## src/rtl/ex_muldiv_pkg.sv

```systemverilog
// ex_muldiv_pkg: shared definitions for the EX-stage multiply/divide unit.
//   - MD_WIDTH / MD_ITER : default operand width and iteration count
//   - op_e               : decoded mul/div operation (MULT, MULTU, DIV, DIVU)
//   - state_e            : sequencer states (IDLE, RUN, FIX, DONE)
//   - op_is_div / op_is_signed : helpers that classify an op_e value
package ex_muldiv_pkg;

  localparam int MD_WIDTH = 32;
  localparam int MD_ITER  = 32;

  typedef enum logic [1:0] {
    OP_MULT  = 2'b00,
    OP_MULTU = 2'b01,
    OP_DIV   = 2'b10,
    OP_DIVU  = 2'b11
  } op_e;

  typedef enum logic [1:0] {
    IDLE = 2'b00,
    RUN  = 2'b01,
    FIX  = 2'b10,
    DONE = 2'b11
  } state_e;

  // Upper op bit selects divide, lower op bit selects unsigned.
  function automatic logic op_is_div(input op_e op);
    return op[1];
  endfunction

  function automatic logic op_is_signed(input op_e op);
    return ~op[0];
  endfunction

endpackage

```

## src/rtl/ex_muldiv_step.sv

```systemverilog
// ex_muldiv_step: combinational datapath for one mul/div iteration.
//   acc_i     : 2*WIDTH multiply accumulator {partial high, remaining multiplier}
//   rem_i     : divide partial remainder
//   quot_i    : divide quotient register (unconsumed dividend bits shift out at the top)
//   operand_i : multiplicand magnitude (multiply) or divisor magnitude (divide)
//   is_div_i  : 1 = divide iteration, 0 = multiply iteration
//   acc_o / rem_o / quot_o : register values after this iteration
// Registers that do not belong to the selected op class pass through unchanged.
module ex_muldiv_step
  import ex_muldiv_pkg::*;
#(
  parameter int WIDTH = MD_WIDTH
) (
  input  logic [2*WIDTH-1:0] acc_i,
  input  logic [WIDTH-1:0]   rem_i,
  input  logic [WIDTH-1:0]   quot_i,
  input  logic [WIDTH-1:0]   operand_i,
  input  logic               is_div_i,
  output logic [2*WIDTH-1:0] acc_o,
  output logic [WIDTH-1:0]   rem_o,
  output logic [WIDTH-1:0]   quot_o
);

  // Multiply: add the multiplicand into the high half when the current
  // multiplier bit (acc LSB) is set, then shift the whole accumulator right.
  // The extra sum bit keeps the carry, which becomes the new top bit.
  logic [WIDTH:0]       mul_sum;
  logic [2*WIDTH-1:0]   mul_acc_next;

  assign mul_sum      = {1'b0, acc_i[2*WIDTH-1:WIDTH]}
                      + (acc_i[0] ? {1'b0, operand_i} : {(WIDTH+1){1'b0}});
  assign mul_acc_next = {mul_sum, acc_i[WIDTH-1:1]};

  // Restoring divide: bring the next dividend bit into the remainder and try
  // subtracting the divisor; a non-negative difference sets the quotient bit.
  // The partial remainder is always below the divisor, so the shifted value
  // fits WIDTH+1 bits and a successful difference fits WIDTH bits.
  logic [WIDTH:0]       div_shift;
  logic [WIDTH:0]       div_diff;
  logic                 div_ok;

  assign div_shift = {rem_i, quot_i[WIDTH-1]};
  assign div_diff  = div_shift - {1'b0, operand_i};
  assign div_ok    = ~div_diff[WIDTH];

  always_comb begin
    acc_o  = acc_i;
    rem_o  = rem_i;
    quot_o = quot_i;
    if (is_div_i) begin
      rem_o  = div_ok ? div_diff[WIDTH-1:0] : div_shift[WIDTH-1:0];
      quot_o = {quot_i[WIDTH-2:0], div_ok};
    end else begin
      acc_o  = mul_acc_next;
    end
  end

endmodule

```

## src/rtl/ex_muldiv.sv

```systemverilog
// ex_muldiv: iterative MULT/MULTU/DIV/DIVU unit in the EX stage.
//   clk_i   : clock, rising edge
//   rst_i   : synchronous active-high reset
//   start_i : EX-stage instruction is a mul/div op
//   op_i    : 00 MULT, 01 MULTU, 10 DIV, 11 DIVU
//   flush_i : abort any in-flight op
//   rs_i    : operand A (multiplicand / dividend)
//   rt_i    : operand B (multiplier / divisor)
//   hi_o    : HI register (product high word / remainder)
//   lo_o    : LO register (product low word / quotient)
//   busy_o  : high in RUN and FIX
//   done_o  : one-cycle pulse after HI/LO are written
//   stall_o : pipeline freeze request to the hazard unit
// Operation runs on unsigned magnitudes for ITER cycles; the sign
// correction and HI/LO write happen in the single FIX cycle.
module ex_muldiv
  import ex_muldiv_pkg::*;
#(
  parameter int WIDTH = MD_WIDTH,
  parameter int ITER  = MD_ITER
) (
  input  logic             clk_i,
  input  logic             rst_i,
  input  logic             start_i,
  input  logic [1:0]       op_i,
  input  logic             flush_i,
  input  logic [WIDTH-1:0] rs_i,
  input  logic [WIDTH-1:0] rt_i,
  output logic [WIDTH-1:0] hi_o,
  output logic [WIDTH-1:0] lo_o,
  output logic             busy_o,
  output logic             done_o,
  output logic             stall_o
);

  localparam int CW = (ITER > 1) ? $clog2(ITER) : 1;

  state_e             state_reg, state_next;
  logic [CW-1:0]      cnt_reg;
  op_e                op_reg;
  logic [WIDTH-1:0]   a_mag_reg, b_mag_reg, rs_raw_reg;
  logic               neg_a_reg, neg_b_reg;
  logic [2*WIDTH-1:0] acc_reg;
  logic [WIDTH-1:0]   rem_reg, quot_reg;
  logic [WIDTH-1:0]   hi_reg, lo_reg;
  logic [WIDTH-1:0]   hi_next, lo_next;

  logic               accept;
  logic               in_signed;
  logic               is_div;
  logic [WIDTH-1:0]   rs_abs, rt_abs;

  logic [2*WIDTH-1:0] acc_step;
  logic [WIDTH-1:0]   rem_step, quot_step;
  logic [2*WIDTH-1:0] prod_fix;

  assign accept    = (state_reg == IDLE) && start_i && !flush_i;
  assign in_signed = op_is_signed(op_e'(op_i));
  assign is_div    = op_is_div(op_reg);

  // Signed ops run on magnitudes; 0x80000000 maps onto itself, which is the
  // correct unsigned magnitude 2^31.
  assign rs_abs = (in_signed && rs_i[WIDTH-1]) ? -rs_i : rs_i;
  assign rt_abs = (in_signed && rt_i[WIDTH-1]) ? -rt_i : rt_i;

  ex_muldiv_step #(
    .WIDTH (WIDTH)
  ) u_step (
    .acc_i     (acc_reg),
    .rem_i     (rem_reg),
    .quot_i    (quot_reg),
    .operand_i (is_div ? b_mag_reg : a_mag_reg),
    .is_div_i  (is_div),
    .acc_o     (acc_step),
    .rem_o     (rem_step),
    .quot_o    (quot_step)
  );

  // ---------------- next-state and status outputs ----------------
  always_comb begin
    state_next = state_reg;
    busy_o     = 1'b0;
    done_o     = 1'b0;
    stall_o    = 1'b0;
    unique case (state_reg)
      IDLE: begin
        if (accept) begin
          state_next = RUN;
          stall_o    = 1'b1;
        end
      end
      RUN: begin
        busy_o  = 1'b1;
        stall_o = 1'b1;
        if (flush_i) begin
          state_next = IDLE;
        end else if (cnt_reg == CW'(ITER - 1)) begin
          state_next = FIX;
        end
      end
      FIX: begin
        busy_o     = 1'b1;
        stall_o    = 1'b1;
        state_next = flush_i ? IDLE : DONE;
      end
      DONE: begin
        // Stall drops here so the mul/div instruction leaves EX this cycle.
        done_o     = 1'b1;
        state_next = IDLE;
      end
      default: state_next = IDLE;
    endcase
  end

  // ---------------- sign correction ----------------
  assign prod_fix = (neg_a_reg ^ neg_b_reg) ? -acc_reg : acc_reg;

  always_comb begin
    hi_next = hi_reg;
    lo_next = lo_reg;
    if (!is_div) begin
      hi_next = prod_fix[2*WIDTH-1:WIDTH];
      lo_next = prod_fix[WIDTH-1:0];
    end else if (b_mag_reg == '0) begin
      // Divide by zero: quotient all ones, remainder is the untouched dividend.
      hi_next = rs_raw_reg;
      lo_next = '1;
    end else begin
      lo_next = (neg_a_reg ^ neg_b_reg) ? -quot_reg : quot_reg;
      hi_next = neg_a_reg ? -rem_reg : rem_reg;
    end
  end

  // ---------------- registers ----------------
  always_ff @(posedge clk_i) begin
    if (rst_i) begin
      state_reg  <= IDLE;
      cnt_reg    <= '0;
      op_reg     <= OP_MULT;
      a_mag_reg  <= '0;
      b_mag_reg  <= '0;
      rs_raw_reg <= '0;
      neg_a_reg  <= 1'b0;
      neg_b_reg  <= 1'b0;
      acc_reg    <= '0;
      rem_reg    <= '0;
      quot_reg   <= '0;
      hi_reg     <= '0;
      lo_reg     <= '0;
    end else begin
      state_reg <= state_next;
      unique case (state_reg)
        IDLE: begin
          if (accept) begin
            op_reg     <= op_e'(op_i);
            a_mag_reg  <= rs_abs;
            b_mag_reg  <= rt_abs;
            rs_raw_reg <= rs_i;
            neg_a_reg  <= in_signed & rs_i[WIDTH-1];
            neg_b_reg  <= in_signed & rt_i[WIDTH-1];
            cnt_reg    <= '0;
            // Multiplier sits in the low half and is consumed LSB first;
            // the dividend is consumed MSB first out of the quotient register.
            acc_reg    <= {{WIDTH{1'b0}}, rt_abs};
            rem_reg    <= '0;
            quot_reg   <= rs_abs;
          end
        end
        RUN: begin
          acc_reg  <= acc_step;
          rem_reg  <= rem_step;
          quot_reg <= quot_step;
          cnt_reg  <= cnt_reg + 1'b1;
        end
        FIX: begin
          if (!flush_i) begin
            hi_reg <= hi_next;
            lo_reg <= lo_next;
          end
        end
        default: ;
      endcase
    end
  end

  assign hi_o = hi_reg;
  assign lo_o = lo_reg;

endmodule

```

## config.mk

```make
export PLATFORM = sky130hd
export DESIGN_NAME = ex_muldiv
export DESIGN_NICKNAME = d
export VERILOG_FILES = /design/src/rtl/ex_muldiv_pkg.sv /design/src/rtl/ex_muldiv_step.sv /design/src/rtl/ex_muldiv.sv
export SDC_FILE = /design/constraint.sdc
export NUM_CORES = 1
export LEC_CHECK = 0
export CAP_MARGIN = 0
export CORE_AREA = 4 4 178 180
export CTS_BUF_LIST = sky130_fd_sc_hd__clkbuf_8
export DETAILED_ROUTE_END_ITERATION = 8
export DIE_AREA = 0 0 182 184
export PLACE_DENSITY = 0.94
export SLEW_MARGIN = 20
export SYNTH_ARGS = -nofsm -noshare
export SYNTH_HDL_FRONTEND = slang
export SYNTH_SLANG_ARGS = --single-unit
```

## constraint.sdc

```tcl
create_clock -name clk_i -period 8.6 [get_ports clk_i]
set_input_delay 1.29 -clock clk_i [delete_from_list [all_inputs] [get_ports clk_i]]
set_output_delay 1.29 -clock clk_i [all_outputs]
set_load 0.05 [all_outputs]
```

==> flow_summary_export.csv <==
group,metric,value,unit
layout,fin_nets,2833,
drt,num_vias,21100,
hold_path,hold_path_class,"flop to flop",
drt,met1_length,26500,um
clock_network,clockBufferDepth,3,
drt,drc,0,
logic_synthesis,yosysWarnings,0,
logic_synthesis,syn-cell-area,19700,um2
power,p_total,3880,uW
timing,finalCritPeriodShare,57.1,%
drt,ant_nets,0,
power,swShare,37.0,%
logic_synthesis,synth.distinct_cells,74,
clock_network,root_buffer,"clkbuf_8",
setup_path,r2r_slack,3.74,ns
timing,finalSetupViolCount,0,
clock_network,post_cts_resized,0,
setup_path,crit_path_end,"stall_o",
setup_path,crit_chain,"clkdlybuf4s50_1 -> nor2_4 -> nor2_1 -> nor2_1 -> clkdlybuf4s50_1",
power,seqPwrFrac,40.1,%
power,combPwrFrac,27.2,%
grt,antenna_found_initial,0,
grt,grt_max_degree,109,
setup_path,worstReg2RegEnd,"rem_reg[18]",
setup_path,slowest_stage,"clkdlybuf4s50_1",
clock_network,cts_tree,"yes",
floorplanning,dieArea,33500,um2
hold_path,min_path_cells,2,
layout,drive_gt1_share,4.81,%
clock_network,clock-sinks,297,
logic_synthesis,synthArstFlopShare,0,%
run,maxCapViolations,0,
timing,layout_min_cycle_time,4.91,ns
placed_design,place.gp.congestion,1.02,
logic_synthesis,synth.area.top_cells,"dfxtp_1 (30%), nand2_1 (7.7%), a21oi_1 (6.9%)",
layout,largest_reg_flops,64,
placed_design,hpwlAfterDp,53500,um
timing,slew_violations,0,
setup_path,r2r_cells,12,
clock_network,hold_buffers,0,
drt,first_pass_iters,6,
clock_network,cts_buffers,51,
floorplanning,fp.dieW,182,um
logic_synthesis,syn-mean-instance-area,7.44,um2
setup_path,endpoint_kind,"primary output",
layout,fillers,2354,
setup_path,crit_fanout,40,
power,p_switching,1440,uW
logic_synthesis,synth.most_common_cell,"nand2_1",
placed_design,place_ws,3.64,ns
timing,fin_tns_setup,0,ns
power,peakVddDrop,0.175,mV
timing,max_slew_margin,25.0,%
setup_path,rr_startpoint,"op_reg[1]",
timing,hold_viol,0,
clock_network,cts.clk_slew.worst_paths,0.06,ns
floorplanning,die_y,184,um
floorplanning,io_pins,137,
drt,wl,73000,um
clock_network,clock_latency,0.60,ns
power,internal_power,2440,uW
clock_network,post_cts_buffers,0,
setup_path,critPathLaunchType,"primary input",
layout,synthToLayoutAreaGrowth,12.3,%
timing,fmax,203,MHz
grt,grt_pass1_vias,19800,
drt,wl_met2,32100,um
timing,tightestPinTransition,1.12,ns
logic_synthesis,synth-edff-count,0,
logic_synthesis,synthTopCellsByCount,"nand2_1 (405), dfxtp_1 (297), nor2_1 (282)",
timing,clock_skew,0.0253,ns
logic_synthesis,syn_nets,2792,
timing,rsz0062_at_grt,"false",
drt,highest_layer,"met4",
drt,first_iter_violations,2819,
setup_path,startpoint,"flush_i",
drt,via_per_inst,6.76,
setup_path,required,7.31,ns
logic_synthesis,yosysTopAreaCell,"dfxtp_1",
power,powerDensity,176,nW/um2
floorplanning,core_area,30200,um2
placed_design,port_buffers,136,
power,leakage,0.00833,uW
logic_synthesis,synth_top_area_share,30.2,%
grt,grt_pass1_wl,111000,um
logic_synthesis,ys.flop_type,"dfxtp_1",
grt,overflow,0,
setup_path,max_stage_delay,0.81,ns
timing,fin_ws,3.69,ns
drt,post_drt_wl_per_cell,23.4,um
logic_synthesis,ys_seq_area_share,30.2,%
power,clkPwrFrac,32.7,%
grt,track_usage,41.5,%
floorplanning,rows,64,
drt,wl_met3,7440,um
setup_path,cp_data_arrival_time,3.62,ns
logic_synthesis,ys_ff_latch,297,
outcome,status,"finished clean",
clock_network,cts_htree_levels,2,
logic_synthesis,netlist_instances,2644,
floorplanning,start_util,65.1,%
setup_path,path_class,"primary input to primary output",
==> power groups by stage <==
stage               combinational, uW  clock, uW  sequential (uW)
floorplan                         711          0             1540
global placement                  975          0             1570
detailed placement               1000          0             1580
CTS                              1020       1260             1550
global route                     1120       1320             1560
finish                           1060       1270             1560
==> through the flow <==
stage | hold WS, ns | std cells | util [%] | area [um2]
after detailed placement | 0.446 | 3028 | 69.9 | 21100
final | 0.453 | 3120 | 73.2 | 22100
after floorplan | 0.433 | 2644 | - | 19700
after CTS | 0.455 | 3119 | 73.2 | 22100
after global placement | 0.438 | 3028 | 69.9 | 21100
after global routing | 0.472 | 3119 | 73.2 | 22100
==> critical path: cells and delay by family <==
kind | cells | cell delay, ns
buffers and inverters | 2 | 1.36
and+or+nand+nor | 3 | 0.97
==> cell type report <==
type / count / area [um2] / area share [%]
multi-input combinational: 2133 / 13000 / 58.7
sequential: 297 / 5950 / 26.9
timing repair buffer: 156 / 1510 / 6.85
clock buffer: 62 / 853 / 3.86
tap: 396 / 495 / 2.24
inverter: 46 / 173 / 0.781
clock inverter: 29 / 131 / 0.595
antenna: 1 / 2.50 / 0.0113
==> how the worst min path moves through the flow <==
| stage | startpoint | end | slack, ns |
|---|---|---|---|
| 6_report | lo_o[3] | lo_o[3] | 0.45 |
| 5_1_grt | hi_o[4] | hi_o[4] | 0.47 |
| 4_1_cts | lo_o[10] | lo_o[10] | 0.45 |
| 3_5_place_dp | lo_o[12] | lo_o[12] | 0.45 |
| 3_3_place_gp | hi_o[16] | hi_o[16] | 0.44 |
| 2_1_floorplan | rs_raw_reg[14] | rs_raw_reg[14] | 0.43 |
==> cells in the final DEF (no fill, tap or decap), drive strengths merged, types with 6 or more instances in the layout <==
master,instances
mux2i,48
and3,15
nor4,28
o21bai,6
xor2,107
inv,68
o21ai,158
o21a,12
a21o,30
clkdlybuf4s50,135
or4,21
nor3,60
nand3,30
nand2b,26
and2,7
clkinv,6
o221ai,24
nand2,405
o31ai,30
clkbuf,62
o211ai,65
buf,21
xnor2,123
o41ai,17
a22o,7
dfxtp,297
a2111oi,9
nor2,282
ha,76
nor2b,14
nor3b,6
nand3b,8
or2,9
a41oi,7
nand4,40
a22oi,14
or3,22
a31oi,34
a211oi,74
a21oi,271
==> kinds of logic (layout without fill, tap and decap cells) <==
| logic type | count (synthesis) | count (layout) | synth area share (%) |
|---|---|---|---|
| other | 0 | 1 | 0 |
| muxes | 50 | 50 | 2.56 |
| AOI/OAI and AO/OA | 791 | 791 | 25.2 |
| buffers and inverters | 214 | 293 | 4.17 |
| xor gates and xnor gates | 230 | 230 | 10.2 |
| adders and majority gates | 78 | 78 | 5.04 |
| DFF | 297 | 297 | 30.2 |
| and+or+nand+nor | 984 | 984 | 22.6 |
==> routing by layer <==
layer | global-route usage [%] | vias up
met2 | 65.5 | 1381
met3 | 7.60 | 339
li1 | - | 9567
met1 | 50.0 | 9789
met4 | 32.6 | 0
met5 | 0 | -
No activity file was read; power rests on OpenSTA's default activity.
